$ cat config.mk
export PLATFORM = sky130hd
export DESIGN_NAME = sr_drive_ctrl
export DESIGN_NICKNAME = d
export VERILOG_FILES = /design/src/rtl/sr_drive_ctrl.sv
export SDC_FILE = /design/constraint.sdc
export NUM_CORES = 1
export LEC_CHECK = 0
export BUFFER_PORTS_ARGS = -buffer_cell sky130_fd_sc_hd__buf_2
export CORE_AREA = 5 5 45 47
export CTS_BUF_LIST = sky130_fd_sc_hd__clkbuf_16
export CTS_CLUSTER_SIZE = 20
export DETAILED_ROUTE_END_ITERATION = 12
export DIE_AREA = 0 0 50 52
export PLACE_DENSITY = 0.78
export SYNTH_ARGS = -nofsm -noshare
export SYNTH_HDL_FRONTEND = slang
export SYNTH_SLANG_ARGS = --single-unit
$ cat constraint.sdc
create_clock -name clk -period 1.68 [get_ports clk]
set_clock_uncertainty 0.2 [all_clocks]
set_input_delay 0.504 -clock clk [delete_from_list [all_inputs] [get_ports clk]]
set_output_delay 0.504 -clock clk [all_outputs]
set_load 0.01 [all_outputs]
$ cat src/rtl/sr_drive_ctrl.sv
// rtl/sr_drive_ctrl.sv - Sequences set/reset pulses into an enabled SR latch and checks its readback.
module sr_drive_ctrl #(
    parameter int SETUP_W   = 1,
    parameter int PULSE_W   = 2,
    parameter int HOLD_W    = 1,
    parameter bit SKIP_SAME = 1'b1
) (
    input  logic clk,
    input  logic rst_n,
    input  logic req_valid,
    input  logic req_data,
    output logic req_ready,
    output logic S,
    output logic R,
    output logic enable,
    input  logic q_fb,
    output logic done,
    output logic err
);
    localparam int MAX_SP = (SETUP_W > PULSE_W) ? SETUP_W : PULSE_W;
    localparam int MAX_W  = (MAX_SP > HOLD_W) ? MAX_SP : HOLD_W;
    localparam int CW     = $clog2(MAX_W + 1);

    typedef enum logic [2:0] {IDLE, SETUP, PULSE, HOLD, CHECK} state_t;

    state_t        state, state_nxt;
    logic [CW-1:0] cnt, cnt_nxt;
    logic          d, d_nxt;
    logic          skip, skip_nxt;
    logic          known, known_nxt;
    logic          level, level_nxt;
    logic          s_nxt, r_nxt, en_nxt, done_nxt, err_nxt;
    logic          accept, skip_hit, last;

    assign req_ready = (state == IDLE);
    assign accept    = req_valid && (state == IDLE);
    assign skip_hit  = SKIP_SAME && known && (level == req_data);
    assign last      = (cnt == CW'(1));

    always_ff @(posedge clk or negedge rst_n) begin
        if (!rst_n) begin
            state  <= IDLE;
            cnt    <= '0;
            d      <= 1'b0;
            skip   <= 1'b0;
            known  <= 1'b0;
            level  <= 1'b0;
            S      <= 1'b0;
            R      <= 1'b0;
            enable <= 1'b0;
            done   <= 1'b0;
            err    <= 1'b0;
        end else begin
            state  <= state_nxt;
            cnt    <= cnt_nxt;
            d      <= d_nxt;
            skip   <= skip_nxt;
            known  <= known_nxt;
            level  <= level_nxt;
            S      <= s_nxt;
            R      <= r_nxt;
            enable <= en_nxt;
            done   <= done_nxt;
            err    <= err_nxt;
        end
    end

    always_comb begin
        state_nxt = state;
        cnt_nxt   = cnt;
        case (state)
            IDLE: begin
                if (accept) begin
                    if (skip_hit) begin
                        state_nxt = CHECK;
                        cnt_nxt   = CW'(1);
                    end else begin
                        state_nxt = SETUP;
                        cnt_nxt   = CW'(SETUP_W);
                    end
                end
            end
            SETUP: begin
                if (last) begin
                    state_nxt = PULSE;
                    cnt_nxt   = CW'(PULSE_W);
                end else begin
                    cnt_nxt = cnt - CW'(1);
                end
            end
            PULSE: begin
                if (last) begin
                    state_nxt = HOLD;
                    cnt_nxt   = CW'(HOLD_W);
                end else begin
                    cnt_nxt = cnt - CW'(1);
                end
            end
            HOLD: begin
                if (last) begin
                    state_nxt = CHECK;
                    cnt_nxt   = CW'(1);
                end else begin
                    cnt_nxt = cnt - CW'(1);
                end
            end
            CHECK:   state_nxt = IDLE;
            default: state_nxt = IDLE;
        endcase
    end

    // Outputs are registered from the next state; q_fb is therefore sampled on the edge into CHECK.
    always_comb begin
        d_nxt     = accept ? req_data : d;
        skip_nxt  = accept ? skip_hit : skip;
        known_nxt = known;
        level_nxt = level;
        s_nxt     = 1'b0;
        r_nxt     = 1'b0;
        en_nxt    = 1'b0;
        done_nxt  = 1'b0;
        err_nxt   = 1'b0;
        case (state_nxt)
            SETUP, HOLD: begin
                s_nxt = d_nxt;
                r_nxt = ~d_nxt;
            end
            PULSE: begin
                s_nxt  = d_nxt;
                r_nxt  = ~d_nxt;
                en_nxt = 1'b1;
            end
            CHECK: begin
                done_nxt = 1'b1;
                if (!skip_nxt) begin
                    err_nxt   = (q_fb != d_nxt);
                    known_nxt = 1'b1;
                    level_nxt = d_nxt;
                end
            end
            default: ;
        endcase
    end

    sr_exclusive: assert property (@(posedge clk) disable iff (!rst_n) !(S && R));

endmodule

==> results.yml <==
status:
  status: "finished, violations left"
  violations: "setup timing"
floorplan:
  start_util: 0.428
  die_h_um: 52
  die-area_mm2: 0.00260
  die_width_um: 50
  ios: 11
  core_area_mm2: 0.00161
  rows: 15
worst_setup_path:
  path_cells: "nor3_2, buf_2"
  r2r_slack_ns: 0.01
  worstSetupEndpointType: "primary output"
  cp.required_ns: 0.98
  crit_arrival_ns: 0.99
  r2r_end: "R"
  r2r_cells: 5
  worstSetupPathType: "reg -> out"
  rr_startpoint: "state[2]"
  slowest_delay_ns: 0.43
  cp-start-kind: "flop"
  path_max_fanout: 2
  cp_slowest_cell: "dfrtp_2"
  crit_path_start: "state[2]"
  worstSetupEndpoint: "req_ready"
placement:
  io_buffers: 10
  routabilityCongestion: 0.767
  place_area_um2: 797
  place_hpwl_mm: 1.14
cells_and_area:
  fin_area_um2: 945
  drive_gt1_frac: 0.381
  antenna_cells: 0
  fin_nets: 94
  nFillCells: 120
  area_growth_pct: 36.8
timing:
  setup_viol: 1
  drv_slew: 0
  slew_headroom: 0.789
  finalCritPeriodShare: 1.01
  fin_crit_ns: 1.69
  max_freq_mhz: 592
  hold_viol_final: 0
  fin_ws_ns: -0.00990
  rsz0062_at_grt: "yes"
  tightest_slew_ns: 0.307
  fin_setup_tns_ns: -0.00990
synthesis:
  postSynthCellCount: 64
  synth.top_cells.by_area: "dfrtp_1 (51%), ha_1 (5.4%), mux2i_1 (4.3%)"
  mappedNetlistArea_um2: 691
  yosys.area.top_type: "dfrtp_1"
  yosys_warnings: 0
  ys_ff_latch: 14
  yosysSeqAreaShare: 0.507
  synth_area_per_cell_um2: 10.8
  synth_nets: 72
  yosysUniqueCellTypes: 27
  netlist.area_leader.share: 0.507
clock_network:
  insertion_delay_ns: 0.24
  cts_tree: "built"
  htree_levels: 1
  path_clk_slew_ns: 0.04
  cts.path.max_buffers: 2
  numCtsBuffers: 3
  cts.sinks: 14
  root_buffer: "clkbuf_16"
run:
  max_cap_viol_count: 0
route:
  top_layer: "met4"
  dr_wl_met3_um: 79
  via_per_inst: 5.50
  drtAntennaViolNets: 0
  first_pass_iters: 4
  totalWireLength_mm: 1.58
  vias: 556
  wl_met1_um: 664
  met2_length_um: 793
  drc_errors: 0
  detail_route.wl_per_cell_um: 15.7
  drtIter0Drc: 6
power:
  ir_worst_vdd_uv: 1130
  p_int_w: 0.00130
  p_leak_nw: 0.460
  switchingPower_w: 0.000730
  power.density_mw_per_mm2: 2140
  switching_share: 0.360
  p_comb_frac: 0.484
  seq_power_share: 0.302
  clkPwrFrac: 0.214
global_routing:
  grt_pass1_wl_mm: 2.64
  grt_pass1_vias: 568
  grt_max_degree: 15
  grt.total_usage: 0.139
  antenna_found_initial: 0
  overflow: 0
worst_hold_path:
  holdCritPathClass: "reg -> reg"
-- worst min-delay path by stage --
stage,startpoint,slack [ns],to,cells past startpoint
2_1_floorplan,rst_n,0.008,R,0
3_3_place_gp,rst_n,0.21,enable,1
3_5_place_dp,rst_n,0.21,enable,1
4_1_cts,known,0.29,known,1
5_1_grt,known,0.32,known,1
6_report,known,0.31,known,1
-- final cells by class --
class,instances,area [um^2],share of cell area
Sequential cell,14,354,0.375
Inverter,5,18.8,0.0199
Timing Repair Buffer,20,140,0.148
Clock buffer,3,75.1,0.0795
Multi-Input combinational cell,42,335,0.355
Tap cell,17,21.3,0.0225
-- flip-flops by register name (all words and copies together), names as in the netlist --
signal,cells
done,1
R,1
level,1
cnt,2
enable,1
known,1
err,1
S,1
d,1
state,3
skip,1
-- through the flow --
| stage | util | hold slack [ns] | instances | setup WS, ns | total power, W |
|---|---|---|---|---|---|
| 2_1_floorplan | - | 0.00841 | 64 | 0.0724 | 0.00112 |
| 3_3_place_gp | 0.494 | 0.208 | 95 | 0.0418 | 0.00138 |
| 3_5_place_dp | 0.494 | 0.213 | 95 | -0.0133 | 0.00144 |
| 4_1_cts | 0.569 | 0.291 | 101 | -0.0160 | 0.00197 |
| 5_1_grt | 0.585 | 0.321 | 101 | -0.0498 | 0.00218 |
| 6_report | 0.585 | 0.310 | 101 | -0.00990 | 0.00203 |
-- critical path, delay by kind of cell (launching register included) --
kind          cells  cell delay [ns]
buf+inv           1             0.15
flops             1             0.43
simple gates      1             0.17
-- layout by cell type, fill, tap and decap left out, drive strengths merged --
cell type / Yosys / final
buf: 3 / 19
dfrtp: 14 / 14
nand2: 5 / 5
inv: 5 / 5
nor2: 4 / 4
mux2i: 3 / 3
a31oi: 3 / 3
clkbuf: 0 / 3
ha: 3 / 3
nand3: 2 / 2
nor3b: 2 / 2
o22a: 2 / 2
o21ai: 2 / 2
a21oi: 2 / 2
nor3: 2 / 2
nor4b: 1 / 1
xnor2: 1 / 1
nand4b: 1 / 1
nor4bb: 1 / 1
a21bo: 1 / 1
nor2b: 1 / 1
nand2b: 1 / 1
or3: 1 / 1
and4b: 1 / 1
o21a: 1 / 1
o22ai: 1 / 1
a21o: 1 / 1
dlygate4sd3: 0 / 1
-- Yosys cell counts --
cell type	count
a21bo_2	1
a21o_1	1
a21oi_1	2
a31oi_1	3
and4b_1	1
buf_2	2
buf_4	1
dfrtp_1	14
ha_1	3
inv_1	5
mux2i_1	3
nand2_1	5
nand2b_1	1
nand3_1	2
nand4b_1	1
nor2_1	4
nor2b_1	1
nor3_1	2
nor3b_1	2
nor4b_4	1
nor4bb_1	1
o21a_1	1
o21ai_0	2
o22a_1	2
o22ai_1	1
or3_1	1
xnor2_1	1
-- cell families after synthesis --
logic type / share of synthesized area
simple gates: 0.203
flops: 0.507
compound gates: 0.127
buf+inv: 0.0525
mux: 0.0435
fa+ha+maj: 0.0544
xor+xnor: 0.0127
-- power by group through the flow --
stage	sequential, W	combinational (W)	clock, W
after floorplan	0.000589	0.000533	0
after global placement	0.000595	0.000780	0
after detailed placement	0.000603	0.000835	0
after CTS	0.000601	0.000924	0.000440
after global routing	0.000628	0.00109	0.000464
final	0.000611	0.000981	0.000434
-- repair_timing --
| item | 4_1_cts | 5_1_grt |
|---|---|---|
| setup buffers | 2 | 0 |
| hold buffers | 1 | 0 |
| pin swaps | 1 | 0 |
| endpoints found under the hold margin | 14 | 0 |
| endpoints found under the setup margin | 1 | 7 |
| resized for setup | 4 | 6 |
| gates cloned | 0 | 0 |
-- metal layers --
layer,vias to the layer above,track usage
li1,266,-
met1,267,0.141
met2,17,0.243
met3,6,0.0401
met4,0,0.0961
met5,-,0
(Power assumes the default switching activity.)
